<file path="src/rtl/mem_port_sched.sv">
// mem_port_sched: arbitrates an instruction-fetch read port (IF), a data read
// port (MR) and a data write port (MW) onto one single-port downstream memory.
// Only one downstream transaction is in flight at a time.
// Optional feature macro: SCHED_ANTISTARVE_EN forces IF to win after
// STARVE_LIMIT consecutive lost arbitrations.
module mem_port_sched #(
  parameter int STARVE_LIMIT = 4
) (
  input  logic        clk,
  input  logic        rst,
  input  logic        if_req_i,
  input  logic [31:0] if_addr_i,
  input  logic [7:0]  if_mask_i,
  output logic [63:0] if_rdata_o,
  output logic        if_rvalid_o,
  input  logic        mr_req_i,
  input  logic [31:0] mr_addr_i,
  input  logic [7:0]  mr_mask_i,
  output logic [63:0] mr_rdata_o,
  output logic        mr_rvalid_o,
  input  logic        mw_req_i,
  input  logic [31:0] mw_addr_i,
  input  logic [7:0]  mw_mask_i,
  input  logic [63:0] mw_wdata_i,
  output logic        mw_done_o,
  output logic        mem_req_o,
  output logic        mem_we_o,
  output logic [31:0] mem_addr_o,
  output logic [7:0]  mem_mask_o,
  output logic [63:0] mem_wdata_o,
  input  logic        mem_gnt_i,
  input  logic        mem_rvalid_i,
  input  logic [63:0] mem_rdata_i
);

  typedef enum logic [1:0] {S_IDLE, S_ISSUE, S_WAIT, S_RESP} state_t;
  typedef enum logic [1:0] {OWN_NONE, OWN_IF, OWN_MR, OWN_MW} owner_t;

  state_t      r_state;
  state_t      w_state_next;
  owner_t      r_owner;
  owner_t      w_win_owner;
  logic [31:0] r_addr;
  logic [31:0] w_win_addr;
  logic [7:0]  r_mask;
  logic [7:0]  w_win_mask;
  logic [63:0] r_wdata;
  logic [63:0] w_win_wdata;
  logic [63:0] r_rdata;
  logic        r_we;
  logic        r_alive;       // owner has kept its request up; completion pulse allowed
  logic        w_latch_win;
  logic        w_latch_rdata;
  logic        w_force_if;
  logic        w_owner_req;
  logic        w_resp;

`ifdef SCHED_ANTISTARVE_EN
  logic [2:0] r_starve_cnt;

  assign w_force_if = if_req_i && (r_starve_cnt >= 3'(STARVE_LIMIT));

  // Count consecutive IDLE arbitrations that IF requested but lost.
  always_ff @(posedge clk or posedge rst) begin
    if (rst) begin
      r_starve_cnt <= '0;
    end else if (r_state == S_IDLE) begin
      if (!if_req_i || (w_win_owner == OWN_IF)) begin
        r_starve_cnt <= '0;
      end else if (r_starve_cnt != 3'd7) begin
        r_starve_cnt <= r_starve_cnt + 3'd1;
      end
    end
  end
`else
  // Without the counter the limit has no effect; it is referenced only so the
  // parameter stays connected in this build.
  assign w_force_if = (STARVE_LIMIT > 7) & 1'b0;
`endif

  // Pick the winner among current requesters: write > read > IF, unless IF is starving.
  always_comb begin
    w_win_owner = OWN_NONE;
    w_win_addr  = '0;
    w_win_mask  = '0;
    w_win_wdata = '0;
    if (w_force_if) begin
      w_win_owner = OWN_IF;
      w_win_addr  = if_addr_i;
      w_win_mask  = if_mask_i;
    end else if (mw_req_i) begin
      w_win_owner = OWN_MW;
      w_win_addr  = mw_addr_i;
      w_win_mask  = mw_mask_i;
      w_win_wdata = mw_wdata_i;
    end else if (mr_req_i) begin
      w_win_owner = OWN_MR;
      w_win_addr  = mr_addr_i;
      w_win_mask  = mr_mask_i;
    end else if (if_req_i) begin
      w_win_owner = OWN_IF;
      w_win_addr  = if_addr_i;
      w_win_mask  = if_mask_i;
    end
  end

  // Current request level of whoever owns the in-flight transaction.
  always_comb begin
    case (r_owner)
      OWN_IF:  w_owner_req = if_req_i;
      OWN_MR:  w_owner_req = mr_req_i;
      OWN_MW:  w_owner_req = mw_req_i;
      default: w_owner_req = 1'b0;
    endcase
  end

  // State register.
  always_ff @(posedge clk or posedge rst) begin
    if (rst) begin
      r_state <= S_IDLE;
    end else begin
      r_state <= w_state_next;
    end
  end

  // Next-state logic and all state-decoded outputs.
  always_comb begin
    w_state_next  = r_state;
    w_latch_win   = 1'b0;
    w_latch_rdata = 1'b0;
    mem_req_o     = 1'b0;
    w_resp        = 1'b0;
    case (r_state)
      S_IDLE: begin
        if (w_win_owner != OWN_NONE) begin
          w_latch_win  = 1'b1;
          w_state_next = S_ISSUE;
        end
      end
      S_ISSUE: begin
        mem_req_o = 1'b1;
        if (mem_gnt_i) begin
          if (mem_rvalid_i) begin
            w_latch_rdata = 1'b1;
            w_state_next  = S_RESP;
          end else begin
            w_state_next = S_WAIT;
          end
        end
      end
      S_WAIT: begin
        if (mem_rvalid_i) begin
          w_latch_rdata = 1'b1;
          w_state_next  = S_RESP;
        end
      end
      S_RESP: begin
        w_resp       = r_alive;
        w_state_next = S_IDLE;
      end
      default: w_state_next = S_IDLE;
    endcase
  end

  // Latch the winning payload, track abandonment, capture response data.
  always_ff @(posedge clk or posedge rst) begin
    if (rst) begin
      r_owner <= OWN_NONE;
      r_addr  <= '0;
      r_mask  <= '0;
      r_wdata <= '0;
      r_we    <= 1'b0;
      r_alive <= 1'b0;
      r_rdata <= '0;
    end else begin
      if (w_latch_win) begin
        r_owner <= w_win_owner;
        r_addr  <= w_win_addr;
        r_mask  <= w_win_mask;
        r_wdata <= w_win_wdata;
        r_we    <= (w_win_owner == OWN_MW);
        r_alive <= 1'b1;
      end else if (((r_state == S_ISSUE) || (r_state == S_WAIT)) && !w_owner_req) begin
        r_alive <= 1'b0;
      end
      if (w_latch_rdata) begin
        r_rdata <= mem_rdata_i;
      end
    end
  end

  assign mem_we_o    = r_we;
  assign mem_addr_o  = r_addr;
  assign mem_mask_o  = r_mask;
  assign mem_wdata_o = r_wdata;

  assign if_rvalid_o = w_resp && (r_owner == OWN_IF);
  assign mr_rvalid_o = w_resp && (r_owner == OWN_MR);
  assign mw_done_o   = w_resp && (r_owner == OWN_MW);
  assign if_rdata_o  = if_rvalid_o ? r_rdata : '0;
  assign mr_rdata_o  = mr_rvalid_o ? r_rdata : '0;

endmodule
</file>
<file path="config.mk">
export PLATFORM = sky130hd
export DESIGN_NAME = mem_port_sched
export DESIGN_NICKNAME = d
export VERILOG_FILES = /design/src/rtl/mem_port_sched.sv
export SDC_FILE = /design/constraint.sdc
export NUM_CORES = 1
export LEC_CHECK = 0
export CORE_ASPECT_RATIO = 2
export CORE_MARGIN = 5
export CORE_UTILIZATION = 25
export CTS_CLUSTER_DIAMETER = 50
export CTS_CLUSTER_SIZE = 28
export DETAILED_ROUTE_END_ITERATION = 12
export GPL_ROUTABILITY_DRIVEN = 0
export PLACE_DENSITY = 0.57
export SLEW_MARGIN = 20
export SYNTH_ARGS = -nofsm -noshare
export SYNTH_HDL_FRONTEND = slang
export SYNTH_SLANG_ARGS = --single-unit
</file>
<file path="constraint.sdc">
create_clock -name clk -period 6.1 [get_ports clk]
set_input_delay 0.61 -clock clk [delete_from_list [all_inputs] [get_ports clk]]
set_output_delay 0.61 -clock clk [all_outputs]
set_load 0.1 [all_outputs]
</file>
# Word level (Yosys, flattened, before mapping)
# Index checks and enable logic that the tools add are counted.
[word_totals]
register_bits = 174
word_cells = 55
in_bits = 255
[classes]
n_reduce_logical = 10
n_eq_ne = 10
n_mux = 27
[ops]
columns = ["cell", "count"]
rows = [
  ["$mux W64", 3],
  ["$mux W32", 3],
  ["$mux W8", 3],
  ["$eq A2 B2 Y1 const B", 5],
  ["$mux W1", 10],
  ["$mux W2", 5],
  ["$pmux W2 S4", 1],
  ["$ne A2 B2 Y1 const B", 3],
  ["$eq A2 B1 Y1 const B", 2],
  ["$logic_and A1 B1 Y1", 4],
  ["$reduce_bool A2 Y1", 2],
  ["$pmux W1 S3", 1],
  ["$reduce_and A3 Y1", 1],
  ["$logic_not A2 Y1", 1],
  ["$pmux W1 S2", 1],
  ["$logic_not A1 Y1", 1],
  ["$logic_or A1 B1 Y1", 1],
]

# Depth between registers and ports, before layout
# Gate-level depths: netlist of the first run.
[logic_depth]
ltp_word = 7
mapped_depth = 8

# Worst setup path after synthesis of the first run
# No wires, ideal clock.
[synth_timing]
kind = "reg2out"
start = "reg r_state[0]"
end = "out mr_rdata_o[54]"
path_slack_ns = 2.921
t_arrival_ns = 2.569
required_time_ns = 5.490
path_buffers = 1
stages_incl_launch_ff = 6
path_cell_list = "dfrtp_1 > ha_1 > nand3_1 > nor2_1 > clkbuf_1 > and2_1"
[synth_via]
elab_chain_cells = 4
[synth_rtl]
columns = ["item", "line", "text"]
rows = [
  ["from (decl)", "39", "state_t r_state;"],
  ["from (signal assigned)", "122", "r_state <= w_state_next;"],
  ["$eq A2 B2 Y1", "133", "case (r_state)"],
  ["$mux W1", "133", ""],
  ["$logic_and A1 B1 Y1", "198", "assign mr_rvalid_o = w_resp && (r_owner == OWN_MR);"],
  ["via mr_rvalid_o", "20", "output logic mr_rvalid_o,"],
  ["$mux W64", "201", "assign mr_rdata_o = mr_rvalid_o ? r_rdata : '0;"],
  ["to (decl)", "19", "output logic [63:0] mr_rdata_o,"],
]
# The timed path passes the listed nets, and every way through them passes these cells.

# Worst setup path in the final report of the first run
[layout_timing]
start = "reg r_owner[0]"
end = "out if_rdata_o[40]"
[layout_via]
elab_chain_cells = 3
[layout_rtl]
columns = ["item", "line", "text"]
rows = [
  ["from (decl)", "41", "owner_t r_owner;"],
  ["from (signal assigned)", "177", "r_owner <= w_win_owner;"],
  ["$eq A2 B1 Y1", "197", "assign if_rvalid_o = w_resp && (r_owner == OWN_IF);"],
  ["$logic_and A1 B1 Y1", "197", ""],
  ["$mux W64", "200", "assign if_rdata_o = if_rvalid_o ? r_rdata : '0;"],
  ["to (decl)", "14", "output logic [63:0] if_rdata_o,"],
]
# No other way between the ends.

==> results.yml, run 1 <==
critical_path:
  ff2ff_path_depth: 6
  worstSetupPathType: "register to output port"
  reg2reg_slack_ns: 3.35
  r2r-end: "mem_addr_o[25]"
  cp_data_arrival_time_ns: 3.36
  r2r_start: "r_state[0]"
  cp.required_ns: 5.49
  worst_setup_path_end_kind: "output port"
  cp_max_fo: 65
  startpoint_type: "register"
  startpoint: "r_owner[0]"
clock_network:
  clockRootBuffer: "clkbuf_16"
  cts_buffers: 17
  hold_buffers: 0
  cts_setup_buffers: 0
  cts_max_level: 4
  cts_sinks: 174
  clk-insertion-delay-late_ns: 0.45
  clkTransAtPathRegs_ns: 0.07
  cts_resized: 0
  clock_path_buffers: 2
  cts_tree: "yes"
grt:
  grt_pass1_wl_mm: 47.9
  grt_max_degree: 97
  grt_overflow: 0
  antenna_found_initial: 1
  track_usage: 0.163
  grt_pass1_vias: 7786
yosys:
  netlist_instances: 830
  synthesis.area_um2: 8700
  synth-seq-cells: 174
  synth.distinct_cells: 30
  yosysSeqAreaShare: 0.500
  avgSynthCellArea_um2: 10.5
  synth_fp_nets: 1090
  yosys_warnings: 0
power:
  total_leakage_power_nw: 6.01
  ir_drop_uv: 291
  p_per_area_nw_per_um2: 565
layout:
  nFillCells: 3417
  syn2layout_area_growth_pct: 65.3
  multi_input_area_um2: 3870
  seq_area_um2: 4350
  layout_commonest_cell: "clkdlybuf4s50_1"
  layout_common_cells: "clkdlybuf4s50_1, nand2_1, dfrtp_1"
  fin_nets: 1538
  drive_above_1_share: 0.114
sta:
  maxSlewViolCount: 0
  slew_headroom: 0.278
  clock_skew_ns: 0.0166
  tightest_slew_ns: 1.08
  hold-worst-slack_ns: 0.465
  hold_violations: 0
  fin_setup_tns_ns: 0
  finalSetupViolations: 0
  fmax_mhz: 252
  fin_crit_sh: 0.650
  fin_crit_ns: 3.97
  grt_setup_unrepaired: "false"
routing:
  drtIter0Drc: 221
  drc_errors: 0
  finalWirelength_mm: 32.7
  ant_nets: 0
  dr.pass1.iters: 6
  wl_per_cell_um: 18.8
  via_count: 7752
  viasPerCell: 4.47
die:
  ioPinCount: 492
  die_h_um: 274
  coreArea_um2: 34400
  fp.dieW_um: 142
  initial_core_util: 0.253
  row_count: 96
  die_area_um2: 38900
hold_path:
  hold-path-cell-count: 2
  hp-class: "register to register"
  hold_end: "mem_wdata_o[35]"
  hold_start: "mem_wdata_o[35]"
placement:
  numPortBuffers: 491
  dp_hpwl_mm: 24.9
status:
  status: "finished clean"
flow_run:
  drv_cap: 0
logic make-up after synthesis:
| kind of cell | count (synthesis) | share of synthesized area |
|---|---|---|
| buffers and inverters | 75 | 0.0572 |
| and+or+nand+nor | 419 | 0.242 |
| adders and majority gates | 5 | 0.00719 |
| muxes | 66 | 0.0853 |
| AOI/OAI and AO/OA | 91 | 0.108 |
| DFF | 174 | 0.500 |
where the power goes:
part / leakage, nW / switching [mW] / total [mW] / internal (mW)
Sequential: 2.16 / 0.379 / 2.07 / 1.69
Combinational: 3.58 / 3.65 / 4.96 / 1.32
Clock: 0.273 / 0.503 / 1.10 / 0.594
worst max-delay path, stage by stage (launching register included):
cell,delay (ns)
dfrtp_1,0.47
nor2b_1,0.20
and3_2,0.83
and2_1,0.22
clkdlybuf4s50_1,1.17
synth_stat cells (all sizes together):
| library cell | number | area [um2] |
|---|---|---|
| inv | 6 | 22.5 |
| nor3 | 1 | 5.00 |
| nor2b | 44 | 283 |
| mux2i | 1 | 10.0 |
| buf | 56 | 419 |
| a211oi | 2 | 15.0 |
| clkbuf | 13 | 56.3 |
| dfrtp | 174 | 4350 |
| a21oi | 2 | 10.0 |
| a2111oi | 1 | 8.76 |
| nor2 | 5 | 26.3 |
| ha | 5 | 62.6 |
| o22a | 1 | 8.76 |
| o31ai | 41 | 522 |
| nand3 | 65 | 325 |
| mux2 | 65 | 732 |
| a221oi | 41 | 359 |
| and3 | 1 | 6.26 |
| and2 | 128 | 801 |
| a2bb2oi | 1 | 8.76 |
| nand2 | 175 | 657 |
| o21ai | 2 | 10.0 |
layout make-up:
cell class                 instances  area share
inverter                           6     0.00191
sequential                       174       0.303
clock inverter                    12     0.00879
clock buffer                      20      0.0318
antenna                            1    0.000174
timing repair buffer             498       0.347
multi-input combinational        581       0.269
tap                              441      0.0384
how the worst max path moves through the flow:
| stage | endpoint | slack [ns] | cells after the start |
|---|---|---|---|
| after CTS | mr_rdata_o[44] | 2.03 | 5 |
| after floorplan | mem_addr_o[0] | 0.77 | 1 |
| after detailed placement | mr_rdata_o[44] | 2.53 | 5 |
| final | if_rdata_o[40] | 2.13 | 4 |
| after global routing | if_rdata_o[37] | 1.90 | 4 |
| after global placement | if_rdata_o[37] | 2.61 | 4 |
layer usage:
metal,vias up,wire [um],global-route usage
met5,-,0,0
met4,0,1280,0.0781
met3,56,2590,0.0462
met2,365,17800,0.304
met1,3626,11000,0.163
li1,3705,-,-
state kept, by name (all words and copies together) (netlist names):
signal       flops
mem_we_o         1
r_alive          1
mem_mask_o       8
r_owner          2
mem_addr_o      32
r_rdata         64
mem_wdata_o     64
r_state          2
per-stage QoR:
stage | utilization | worst slack, ns | cell area (um2) | power (mW) | cells
finish | 0.419 | 2.13 | 14400 | 8.13 | 1733
global route | 0.419 | 1.90 | 14400 | 8.51 | 1733
CTS | 0.418 | 2.03 | 14400 | 8.25 | 1731
detailed placement | 0.401 | 2.53 | 13800 | 7.11 | 1699
global placement | 0.401 | 2.61 | 13800 | 7.06 | 1699
floorplan | - | 0.773 | 8700 | 5.78 | 830
(Power assumes the default switching activity.)
==> run 2: changes to the inputs <==
PLACE_DENSITY = 0.59   (was 0.57)
clock period = 3.3 ns   (was 6.1 ns; I/O delays follow)
==> results.yml, run 2 (synthesized netlist as in run 1, its figures left out) <==
layout:
  layout_commonest_cell: "clkdlybuf4s50_1"
  fin_nets: 1553
  syn2layout_area_growth_pct: 63.3
  layout_common_cells: "clkdlybuf4s50_1, nand2_1, dfrtp_1"
  drive_above_1_share: 0.227
routing:
  finalWirelength_mm: 32.1
  wl_per_cell_um: 18.4
  via_count: 7794
  drtIter0Drc: 316
  viasPerCell: 4.46
  dr.pass1.iters: 5
  ant_nets: 0
  drc_errors: 0
critical_path:
  crit_path_frequent_cell: "buf_4"
  critPathMaxStageDelay_ns: 0.67
  ff2ff_path_depth: 6
  slowest_stage: "and3_2"
  cp_max_fo: 52
  crit_path_cell_trace: "nor2b_1, and3_2, buf_4, and2_1, buf_4"
  cp_data_arrival_time_ns: 2.52
  cp.required_ns: 2.97
  startpoint_type: "register"
  worstSetupPathType: "register to output port"
  worst_setup_path_end_kind: "output port"
sta:
  fin_crit_sh: 0.863
  fin_crit_ns: 2.85
  tightest_slew_ns: 1.07
  fin_setup_tns_ns: 0
  hold_violations: 0
  grt_setup_unrepaired: "false"
  clock_skew_ns: 0.0131
  maxSlewViolCount: 0
  fmax_mhz: 351
  finalSetupViolations: 0
  slew_headroom: 0.285
grt:
  track_usage: 0.160
  grt_overflow: 0
  grt_busiest_layer: "met2"
  use_met1: 0.158
  grt_pass1_vias: 7986
  grt_max_degree: 112
  antenna_found_initial: 1
  met3_usage: 0.0455
  grtUsageMet2: 0.307
  grt_pass1_wl_mm: 47.6
power:
  total_leakage_power_nw: 6.39
  ir_drop_uv: 433
  p_per_area_nw_per_um2: 1060
  power_mw: 15.1
clock_network:
  clkTransAtPathRegs_ns: 0.07
  cts_resized: 0
  clk-insertion-delay-late_ns: 0.44
  cts_tree: "yes"
  hold_buffers: 0
  cts_buffers: 17
  cts_max_level: 4
  clockRootBuffer: "clkbuf_16"
  cts_setup_buffers: 0
  cts_sinks: 174
  clock_path_buffers: 2
die:
  die_h_um: 274
  coreArea_um2: 34400
  ioPinCount: 492
  die_area_um2: 38900
  row_count: 96
  initial_core_util: 0.253
  fp.dieW_um: 142
placement:
  numPortBuffers: 491
  dp_hpwl_mm: 25.4
flow_run:
  drv_cap: 0
status:
  status: "finished clean"
hold_path:
  hp-class: "primary input to register"
  hold-path-cell-count: 3
## run 2: metrics by stage
step	setup WS (ns)	instance area, um2	util	instances	hold WS (ns)
after floorplan	0.401	8710	-	830	0.463
after global placement	0.926	13600	0.396	1715	0.449
after detailed placement	0.879	13600	0.396	1715	0.455
after CTS	0.374	14200	0.414	1747	0.307
after global routing	0.205	14200	0.414	1748	0.357
final	0.453	14200	0.414	1748	0.345
## run 2: report_power, final
| group | internal, mW | leakage (nW) | switching (mW) |
|---|---|---|---|
| clock network | 1.20 | 0.297 | 0.914 |
| registers | 3.12 | 2.16 | 0.675 |
| logic | 2.44 | 3.93 | 6.74 |
| total | 6.75 | 6.39 | 8.33 |
## run 2: final timing paths
kind / endpoint / slack [ns] / from
worst min register to register: mem_wdata_o[17] / 0.46 / mem_wdata_o[17]
worst max register to register: r_rdata[52] / 1.05 / r_state[1]
max in group asynchronous: mem_wdata_o[28] / 2.16 / rst
min in group asynchronous: mem_wdata_o[43] / 0.36 / rst
worst min-delay path: mem_wdata_o[3] / 0.35 / mw_req_i
worst max-delay path: if_rdata_o[7] / 0.45 / r_owner[0]
## run 2: cell type report
| cell class | instances | area, um2 |
|---|---|---|
| fillers | 3385 | 20100 |
| flip-flops and latches | 174 | 4350 |
| diodes | 1 | 2.50 |
| repair buffers | 513 | 4790 |
| well taps | 441 | 552 |
| clock inverters | 12 | 148 |
| inverters | 6 | 26.3 |
| multi-input cells | 581 | 3870 |
| clock buffers | 20 | 467 |
## run 2: metal layers
metal,wire (um),share of wire
met5,0,0
met4,1050,0.033
met3,2550,0.079
met2,17800,0.55
met1,10800,0.34
## run 2: critical path: cells and delay by family (launching register included)
| kind | cells | cell delay [ns] |
|---|---|---|
| buffers and inverters | 2 | 0.58 |
| DFF | 1 | 0.46 |
| and+or+nand+nor | 3 | 1.00 |
==> run 3: changes to the inputs <==
CORE_AREA = 2 2 190 192   (was unset)
CORE_ASPECT_RATIO = unset   (was 2)
CORE_MARGIN = unset   (was 5)
CORE_UTILIZATION = unset   (was 25)
DIE_AREA = 0 0 192 194   (was unset)
==> results.yml, run 3 (synthesized netlist as in run 1, its figures left out) <==
routing:
  topRoutingLayerUsed: "met4"
  dr.pass1.iters: 4
  drtIter0Drc: 281
  via_count: 7782
  finalWirelength_mm: 31.8
  drc_errors: 0
  wl_met2_mm: 15.7
  ant_nets: 0
  wl_per_cell_um: 18.1
  dr_wl_met3_mm: 3.24
  viasPerCell: 4.42
  drt-met1-wl_mm: 12.3
layout:
  layout_common_cells: "clkdlybuf4s50_1, nand2_1, dfrtp_1"
  fin_nets: 1546
  final_util: 0.402
  nFillCells: 3547
  syn2layout_area_growth_pct: 62.5
  multi_input_area_um2: 3860
  drive_above_1_share: 0.223
  seq_area_um2: 4350
  design_area_um2: 14100
  layout_commonest_cell: "clkdlybuf4s50_1"
  stdcell_count: 1761
grt:
  track_usage: 0.169
  grt_overflow: 0
  grt_max_degree: 124
  antenna_found_initial: 2
  grt_pass1_wl_mm: 47.7
  grt_pass1_vias: 7946
critical_path:
  cp_max_fo: 29
  ff2ff_path_depth: 6
  cp_data_arrival_time_ns: 2.42
  worstSetupPathType: "register to output port"
  reg2reg_slack_ns: 1.17
  worst_setup_path_end_kind: "output port"
  r2r_start: "r_state[1]"
  r2r-end: "r_rdata[15]"
  cp.required_ns: 2.97
  startpoint_type: "register"
power:
  power_mw: 14.9
  total_leakage_power_nw: 6.34
  p_per_area_nw_per_um2: 1050
  ir_drop_uv: 732
placement:
  pre_cts_ws_ns: 0.864
  dp_hpwl_mm: 23.9
  placed_area_um2: 13600
  dpl.cell_count: 1728
  numPortBuffers: 491
clock_network:
  cts_tree: "yes"
  clock_path_buffers: 2
  clockRootBuffer: "clkbuf_16"
  hold_buffers: 0
  clk-insertion-delay-late_ns: 0.44
  cts_setup_buffers: 0
  cts_max_level: 4
  cts_buffers: 17
  cts_sinks: 174
  cts_resized: 0
  clkTransAtPathRegs_ns: 0.07
die:
  ioPinCount: 492
  die_h_um: 194
  fp.dieW_um: 192
  coreArea_um2: 35200
  die_area_um2: 37200
  initial_core_util: 0.247
  row_count: 69
sta:
  maxSlewViolCount: 0
  timing.final.ws_setup_ns: 0.548
  clock_skew_ns: 0.00751
  tightest_slew_ns: 1.05
  hold-worst-slack_ns: 0.217
  slew_headroom: 0.298
  hold_violations: 0
  fin_setup_tns_ns: 0
  grt_setup_unrepaired: "false"
  finalSetupViolations: 0
  fin_crit_ns: 2.75
  fmax_mhz: 363
  fin_crit_sh: 0.834
flow_run:
  drv_cap: 0
status:
  status: "finished clean"
hold_path:
  hp-class: "primary input to async pin"
run 3: how the worst max path moves through the flow:
stage	cells after the start	end	start	slack [ns]
6_report	5	if_rdata_o[22]	r_owner[0]	0.55
5_1_grt	5	if_rdata_o[52]	r_owner[0]	0.37
4_1_cts	5	if_rdata_o[6]	r_owner[0]	0.50
3_5_place_dp	5	mem_addr_o[30]	if_req_i	0.86
3_3_place_gp	5	mem_addr_o[30]	if_req_i	0.93
2_1_floorplan	5	mr_rdata_o[54]	r_state[0]	0.40
run 3: final cells by class:
class	count	area share
repair buffers	506	0.336
clock buffers	20	0.0323
diodes	1	0.000177
well taps	461	0.0408
flip-flops and latches	174	0.308
clock inverters	12	0.00778
inverters	6	0.00186
multi-input cells	581	0.273
run 3: routing by layer:
metal | GRT usage | vias up
met5 | 0 | -
met4 | 0.0472 | 0
met3 | 0.0681 | 26
met2 | 0.291 | 337
met1 | 0.192 | 3686
li1 | - | 3733
run 3: worst max-delay path, cell delays in order (launching register included):
cell,delay [ns]
dfrtp_1,0.46
nor2b_1,0.20
and3_2,0.52
buf_4,0.34
and2_1,0.17
buf_4,0.29
run 3: power by group:
group	switching (mW)	internal, mW
Clock	0.894	1.08
Sequential	0.666	3.12
Combinational	6.73	2.39
Total	8.30	6.59
